<file path="config.mk">
export PLATFORM = sky130hd
export DESIGN_NAME = ring_osc_trim_cal
export DESIGN_NICKNAME = d
export VERILOG_FILES = /design/src/rtl/ring_osc_pkg.sv /design/src/rtl/ring_osc_trim_decode.sv /design/src/rtl/ring_osc_trim_cal.sv
export SDC_FILE = /design/constraint.sdc
export NUM_CORES = 1
export LEC_CHECK = 0
export BUFFER_PORTS_ARGS = -buffer_cell sky130_fd_sc_hd__clkbuf_2
export CORE_MARGIN = 1
export CORE_UTILIZATION = 40
export CTS_BUF_LIST = sky130_fd_sc_hd__clkbuf_16
export DETAILED_ROUTE_END_ITERATION = 8
export SLEW_MARGIN = 30
export SYNTH_ARGS = -nofsm -noshare
export SYNTH_HDL_FRONTEND = slang
export SYNTH_SLANG_ARGS = --single-unit
</file>
<file path="constraint.sdc">
create_clock -name clk -period 3.9 [get_ports clk]
set_input_delay 0.195 -clock clk [delete_from_list [all_inputs] [get_ports clk]]
set_output_delay 0.195 -clock clk [all_outputs]
set_load 0.01 [all_outputs]
</file>
<file path="src/rtl/ring_osc_pkg.sv">
// Shared types and helpers for the ring-oscillator trim controller:
// FSM state encoding, maximum trim level and the level-to-trim-word decode.
package ring_osc_pkg;

  typedef enum logic [2:0] {
    ST_IDLE,
    ST_SETTLE,
    ST_MEASURE,
    ST_EVAL,
    ST_RUN
  } state_t;

  // Widest trim word the decode helper can return (supports up to 32 stages).
  localparam int TRIM_MAX_W = 64;

  // Highest linear trim level for an oscillator with nstages stages.
  function automatic int max_level(input int nstages);
    return 2 * nstages;
  endfunction

  // Thermometer-style decode: the first nstages levels fill the primary
  // bits, the remaining levels fill the secondary bits. The result is
  // {secondary, primary} right-aligned in a TRIM_MAX_W-bit word.
  function automatic logic [TRIM_MAX_W-1:0] lvl2trim(input int level, input int nstages);
    int n_prim;
    int n_sec;
    logic [TRIM_MAX_W-1:0] ones;
    ones   = '1;
    n_prim = (level > nstages) ? nstages : level;
    n_sec  = (level > nstages) ? level - nstages : 0;
    if (n_sec > nstages) n_sec = nstages;
    return ~(ones << n_prim) | (~(ones << n_sec) << nstages);
  endfunction

endpackage

</file>
<file path="src/rtl/ring_osc_trim_decode.sv">
// Level -> trim word decode for the ring oscillator. Purely combinational,
// so the trim pins follow the registered level with no extra latency.
module ring_osc_trim_decode
  import ring_osc_pkg::*;
#(
  parameter int NSTAGES = 13,
  parameter int LVL_W   = $clog2(2*NSTAGES+1)
) (
  input  logic [LVL_W-1:0]     level,
  output logic [2*NSTAGES-1:0] trim
);

  localparam int TRIM_W = 2 * NSTAGES;

  // Map the linear level onto {secondary, primary} trim bits.
  always_comb begin
    trim = TRIM_W'(lvl2trim(int'(level), NSTAGES));
  end

endmodule

</file>
<file path="src/rtl/ring_osc_trim_cal.sv">
// Ring-oscillator trim controller. Manual mode applies a clamped level
// directly; auto mode settles, counts oscillator ticks over a fixed window
// and steps the level until the count sits inside target +/- tol.
module ring_osc_trim_cal
  import ring_osc_pkg::*;
#(
  parameter int NSTAGES = 13,
  parameter int LVL_W   = $clog2(2*NSTAGES+1),
  parameter int CNT_W   = 16,
  parameter int WINDOW  = 1024,
  parameter int SETTLE  = 16,
  parameter int LOCK_N  = 3
) (
  input  logic                 clk,
  input  logic                 resetb,
  input  logic                 enable,
  input  logic                 auto_mode,
  input  logic [LVL_W-1:0]     manual_level,
  input  logic [CNT_W-1:0]     target,
  input  logic [CNT_W-1:0]     tol,
  input  logic                 osc_tick,
  output logic                 osc_reset,
  output logic [2*NSTAGES-1:0] trim,
  output logic [LVL_W-1:0]     level,
  output logic                 busy,
  output logic                 locked,
  output logic                 sat_hi,
  output logic                 sat_lo
);

  localparam int SET_W = $clog2(SETTLE + 1);
  localparam int WIN_W = $clog2(WINDOW + 1);
  localparam int IB_W  = $clog2(LOCK_N + 1);

  localparam logic [LVL_W-1:0] MAX_LVL     = LVL_W'(max_level(NSTAGES));
  localparam logic [SET_W-1:0] SETTLE_LAST = SET_W'(SETTLE - 1);
  localparam logic [WIN_W-1:0] WIN_LAST    = WIN_W'(WINDOW - 1);
  localparam logic [IB_W-1:0]  LOCK_CNT    = IB_W'(LOCK_N);

  state_t             state_reg;
  state_t             state_next;
  logic [LVL_W-1:0]   level_reg;
  logic [SET_W-1:0]   settle_cnt_reg;
  logic [WIN_W-1:0]   win_cnt_reg;
  logic [CNT_W-1:0]   tick_cnt_reg;
  logic [IB_W-1:0]    inband_reg;
  logic               locked_reg;
  logic               sat_hi_reg;
  logic               sat_lo_reg;
  logic               auto_reg;

  logic               auto_toggle;
  logic [LVL_W-1:0]   manual_clamped;
  logic [CNT_W:0]     cnt_x;
  logic [CNT_W:0]     band_hi;
  logic [CNT_W:0]     band_lo;
  logic               too_fast;
  logic               too_slow;
  logic               step_up;
  logic               step_dn;

  // A mode change only restarts the loop once the oscillator is running.
  assign auto_toggle    = (auto_mode != auto_reg) && (state_reg != ST_IDLE);
  assign manual_clamped = (manual_level > MAX_LVL) ? MAX_LVL : manual_level;

  // Band edges in one extra bit so target+tol cannot wrap; lower edge floors at 0.
  assign cnt_x    = {1'b0, tick_cnt_reg};
  assign band_hi  = {1'b0, target} + {1'b0, tol};
  assign band_lo  = (tol > target) ? '0 : ({1'b0, target} - {1'b0, tol});
  assign too_fast = cnt_x > band_hi;
  assign too_slow = cnt_x < band_lo;
  assign step_up  = too_fast && (level_reg != MAX_LVL);
  assign step_dn  = too_slow && (level_reg != '0);

  // State register.
  always_ff @(posedge clk or negedge resetb) begin
    if (!resetb) state_reg <= ST_IDLE;
    else         state_reg <= state_next;
  end

  // Next-state: disable wins, then mode change, then the settle/measure/eval loop.
  always_comb begin
    state_next = state_reg;
    if (!enable) begin
      state_next = ST_IDLE;
    end else if (auto_toggle) begin
      state_next = auto_mode ? ST_SETTLE : ST_RUN;
    end else begin
      case (state_reg)
        ST_IDLE:    state_next = auto_mode ? ST_SETTLE : ST_RUN;
        ST_SETTLE:  if (settle_cnt_reg == SETTLE_LAST) state_next = ST_MEASURE;
        ST_MEASURE: if (win_cnt_reg == WIN_LAST) state_next = ST_EVAL;
        ST_EVAL:    state_next = (step_up || step_dn) ? ST_SETTLE : ST_MEASURE;
        ST_RUN:     state_next = ST_RUN;
        default:    state_next = ST_IDLE;
      endcase
    end
  end

  // Outputs: oscillator held in reset while idle; status only meaningful in auto mode.
  always_comb begin
    osc_reset = (state_reg == ST_IDLE);
    level     = level_reg;
    busy      = (state_reg != ST_IDLE) && enable && auto_mode && !locked_reg;
    locked    = locked_reg && auto_mode;
    sat_hi    = sat_hi_reg && auto_mode;
    sat_lo    = sat_lo_reg && auto_mode;
  end

  // Settle/window/tick counters; the tick count is cleared on entry to MEASURE
  // and held through EVAL so the comparison sees the full window.
  always_ff @(posedge clk or negedge resetb) begin
    if (!resetb) begin
      settle_cnt_reg <= '0;
      win_cnt_reg    <= '0;
      tick_cnt_reg   <= '0;
    end else begin
      settle_cnt_reg <= (state_reg == ST_SETTLE && state_next == ST_SETTLE)
                        ? settle_cnt_reg + SET_W'(1) : '0;
      win_cnt_reg    <= (state_reg == ST_MEASURE && state_next == ST_MEASURE)
                        ? win_cnt_reg + WIN_W'(1) : '0;
      if (state_reg != ST_MEASURE && state_next == ST_MEASURE)
        tick_cnt_reg <= '0;
      else if (state_reg == ST_MEASURE && osc_tick && tick_cnt_reg != '1)
        tick_cnt_reg <= tick_cnt_reg + CNT_W'(1);
    end
  end

  // Level, lock and saturation tracking.
  always_ff @(posedge clk or negedge resetb) begin
    if (!resetb) begin
      level_reg  <= '0;
      inband_reg <= '0;
      locked_reg <= 1'b0;
      sat_hi_reg <= 1'b0;
      sat_lo_reg <= 1'b0;
      auto_reg   <= 1'b0;
    end else begin
      auto_reg <= auto_mode;
      if (!enable || !auto_mode || auto_toggle) begin
        inband_reg <= '0;
        locked_reg <= 1'b0;
        sat_hi_reg <= 1'b0;
        sat_lo_reg <= 1'b0;
        if (enable && !auto_mode) level_reg <= manual_clamped;
      end else if (state_reg == ST_EVAL) begin
        if (too_fast || too_slow) begin
          inband_reg <= '0;
          locked_reg <= 1'b0;
          sat_hi_reg <= too_fast && !step_up;
          sat_lo_reg <= too_slow && !step_dn;
          if (step_up) level_reg <= level_reg + LVL_W'(1);
          if (step_dn) level_reg <= level_reg - LVL_W'(1);
        end else begin
          sat_hi_reg <= 1'b0;
          sat_lo_reg <= 1'b0;
          if (inband_reg != LOCK_CNT) inband_reg <= inband_reg + IB_W'(1);
          if (inband_reg >= LOCK_CNT - IB_W'(1)) locked_reg <= 1'b1;
        end
      end
    end
  end

  ring_osc_trim_decode #(
    .NSTAGES (NSTAGES),
    .LVL_W   (LVL_W)
  ) u_decode (
    .level (level_reg),
    .trim  (trim)
  );

endmodule

</file>
==> summary.txt <==
Commonest cells after routing, fill and taps aside -> buf_4 (124), clkbuf_2 (73), nor2_1 (72)
Final TNS setup -> -6.44 ns
Starting DRC count in detailed routing -> 271
Max Clk Rate -> 233 MHz
GRT Total Usage -> 21.4%
Fin util -> 59.2%
Vert. Die Dim -> 117 microns
Yosys reg bits -> 46
CP arrival -> 4.45 ns
Clk slew on worst S/H paths -> 0.06 ns
Initial antenna violation count -> 0
Synth Flop Type -> dfrtp_1
Synth Instances -> 665
Worst Skew -> 0.00694 ns
GR Overflow Total -> 0
Final min period -> 4.28 ns
Commonest non-fill, non-tap cell in the layout -> buf_4
Max reg flops -> 16
Mapped Nets -> 786
Initial Utilization -> 41.5%
Io pins -> 78
DR vias -> 5340
CTS root buf -> clkbuf_16
Num CTS Buffers -> 5
H-tree lvl count -> 2
CTS Hold Bufs -> 0
Peak VDD IR -> 0.000194 V
Crit-path max FO -> 5
Vias in the first global route -> 5178
IO buf count -> 77
Dpl hpwl -> 11500 microns
EDFF count, synth -> 0
Cell Int Power -> 1.40 mW
Die footprint -> 13700 sq um
Net Sw Power -> 885 uW
Tcrit/Tclk final -> 110%
Register area share after synthesis -> 21.7%
Seq pwr share -> 22.9%
Tot Pwr -> 2.29 mW
Post-Syn Area per Cell -> 7.97 sq um
Design area -> 7570 sq um
Layout cells sized above 1 -> 36.2%
Largest net degree at the start of global routing -> 47
Asr flop ratio synth -> 100%
Clock power share -> 21.2%
Outcome -> complete, but fails checks
Final net count -> 981
Comb pwr share -> 55.8%
DIE WIDTH -> 117 microns
Clock sink total -> 46
Post-Route WL -> 14200 microns
Worst Slack Setup Final -> -0.383 ns
Detailed Routing Iterations Pass 1 -> 5
DRC Markers -> 0
Hold crit path type -> in2async
RSZ-0062 raised after global routing -> true
TritonCTS clock tree -> done
Pleak -> 3.67 nW
WL per Instance -> 13.8 microns
Routability cong. -> 0.875
Yosys cell types -> 67
Final setup fails -> 30
Worst-Skew Late Latency -> 0.29 ns
Worst Setup End Kind -> register
Critical path class -> in2reg
Max-Cap Viols -> 0
Final hold vios -> 4
Core Rows -> 41
First-pass GRT wire length -> 23700 microns
Slew @ Worst Pin -> 0.663 ns
Failing checks -> negative hold slack, negative setup slack
DP Area -> 6850 sq um
Switching Fraction -> 38.7%
Clk buf depth -> 2
Layout area overhead -> 42.8%
Yosys warns -> 0
Diodes inserted -> 0
Final ANT Viol Nets -> 0
Critical path startpoint category -> input pin
Slew Viols, Final -> 0
Req. time, crit path -> 4.07 ns
Worst hold slack -> -0.00534 ns
Relative slew slack -> 55.8%
Core area -> 12800 sq um
Post-detailed-route via-to-cell ratio -> 5.17
PD cells -> 302 nW/um^2
Syn Std Cell Area -> 5300 sq um
worst paths after layout:
kind,startpoint,to,slack [ns],depth (start not counted)
hold reg to reg,settle_cnt_reg[0],settle_cnt_reg[0],0.49,1
max in group asynchronous,resetb,tick_cnt_reg[0],3.51,2
hold / removal,resetb,win_cnt_reg[4],-0.005,2
min in group clk,enable,level[0],0.17,2
setup reg to reg,tick_cnt_reg[3],level[4],0.67,13
setup / recovery,target[0],level[4],-0.38,24
per-layer routing:
metal	share of wire, %	up-vias	global-route usage (%)
met2	52	90	39.6
li1	-	2724	-
met5	0	-	0
met1	45	2514	27.0
met4	1.2	0	5.15
met3	2.2	12	1.60
power groups by stage:
stage / Clock, mW / Sequential, mW / Combinational [mW]
2_1_floorplan: 0 / 0.529 / 0.714
3_3_place_gp: 0 / 0.531 / 1.13
3_5_place_dp: 0 / 0.531 / 1.17
4_1_cts: 0.497 / 0.523 / 1.25
5_1_grt: 0.520 / 0.527 / 1.42
6_report: 0.486 / 0.525 / 1.28
cell usage after synthesis (2+ instances only):
cell,number,area (sq um)
xnor2_1,36,315
nor3b_1,2,15.0
ha_1,76,951
o41ai_4,3,82.6
xor2_1,17,149
nand3_1,21,105
a31oi_1,5,31.3
dfrtp_1,46,1150
and2_1,6,37.5
nor3_1,17,85.1
nand4_1,8,50.1
and4_1,3,26.3
o21a_1,5,37.5
nor2b_1,8,50.1
a22oi_1,3,22.5
o21bai_1,6,45.0
o31a_1,6,52.6
a2111oi_0,3,26.3
o211ai_1,2,15.0
fa_1,3,60.1
a211o_1,5,43.8
nor2_1,89,334
a21o_1,12,90.1
nand2b_1,16,100
o211a_1,2,20.0
buf_2,9,45.0
o31ai_1,4,30.0
mux2i_1,3,30.0
o21ai_0,29,145
or2_2,4,25.0
o21ai_1,2,10.0
o41ai_1,3,26.3
a311oi_1,2,17.5
a21oi_1,34,170
nor4_1,3,18.8
inv_1,48,180
or3_1,3,18.8
a2bb2oi_1,3,26.3
nand2_1,59,221
and3_1,8,50.1
clkbuf_1,15,56.3
o21ai_2,2,17.5
nand4b_1,2,17.5
a211oi_1,9,67.6
critical path, cell delays in order:
cell and delay [ns]:
buf_8 0.08, inv_1 0.04, ha_1 0.21, buf_4 0.14, fa_2 0.34, and2b_2 0.25, o31ai_4 0.06, o2bb2ai_2 0.16
o31a_1 0.31, o21bai_1 0.17, xnor2_1 0.14, nand2_1 0.10, ha_2 0.34, o21ai_0 0.08, nand2b_1 0.09, a31oi_2 0.09
a32oi_2 0.29, o21ai_4 0.13, fa_2 0.36, a21o_1 0.19, a21oi_2 0.13, xor2_1 0.20, o31ai_1 0.10, a211o_1 0.26
cell families after synthesis:
family	count (synthesis)	synth area share, %
xor gates and xnor gates	53	8.76
muxes	4	0.779
adders and majority gates	79	19.1
and+or+nand+nor	255	22.7
buffers and inverters	73	5.38
DFF	46	21.7
AOI/OAI and AO/OA	155	21.5
stage by stage:
step | setup slack, ns | std cells
after floorplan | -0.657 | 665
after global placement | -0.937 | 1014
after detailed placement | -1.19 | 1014
after CTS | -0.472 | 1030
after global routing | -0.626 | 1033
final | -0.383 | 1033
cell type report:
type	count	area [sq um]
Clock buffer	5	125
Tap cell	172	215
Timing Repair Buffer	213	1500
Inverter	48	193
Clock inverter	3	43.8
Fill cell	1153	5210
Sequential cell	46	1150
Multi-Input combinational cell	546	4340
timing repair:
item / CTS / global route
gates resized for setup: 67 / 37
endpoints found under the setup margin: 33 / 32
setup buffers: 10 / 4
pin swaps: 38 / 19
gates cloned: 0 / 0
(Power assumes the default switching activity.)
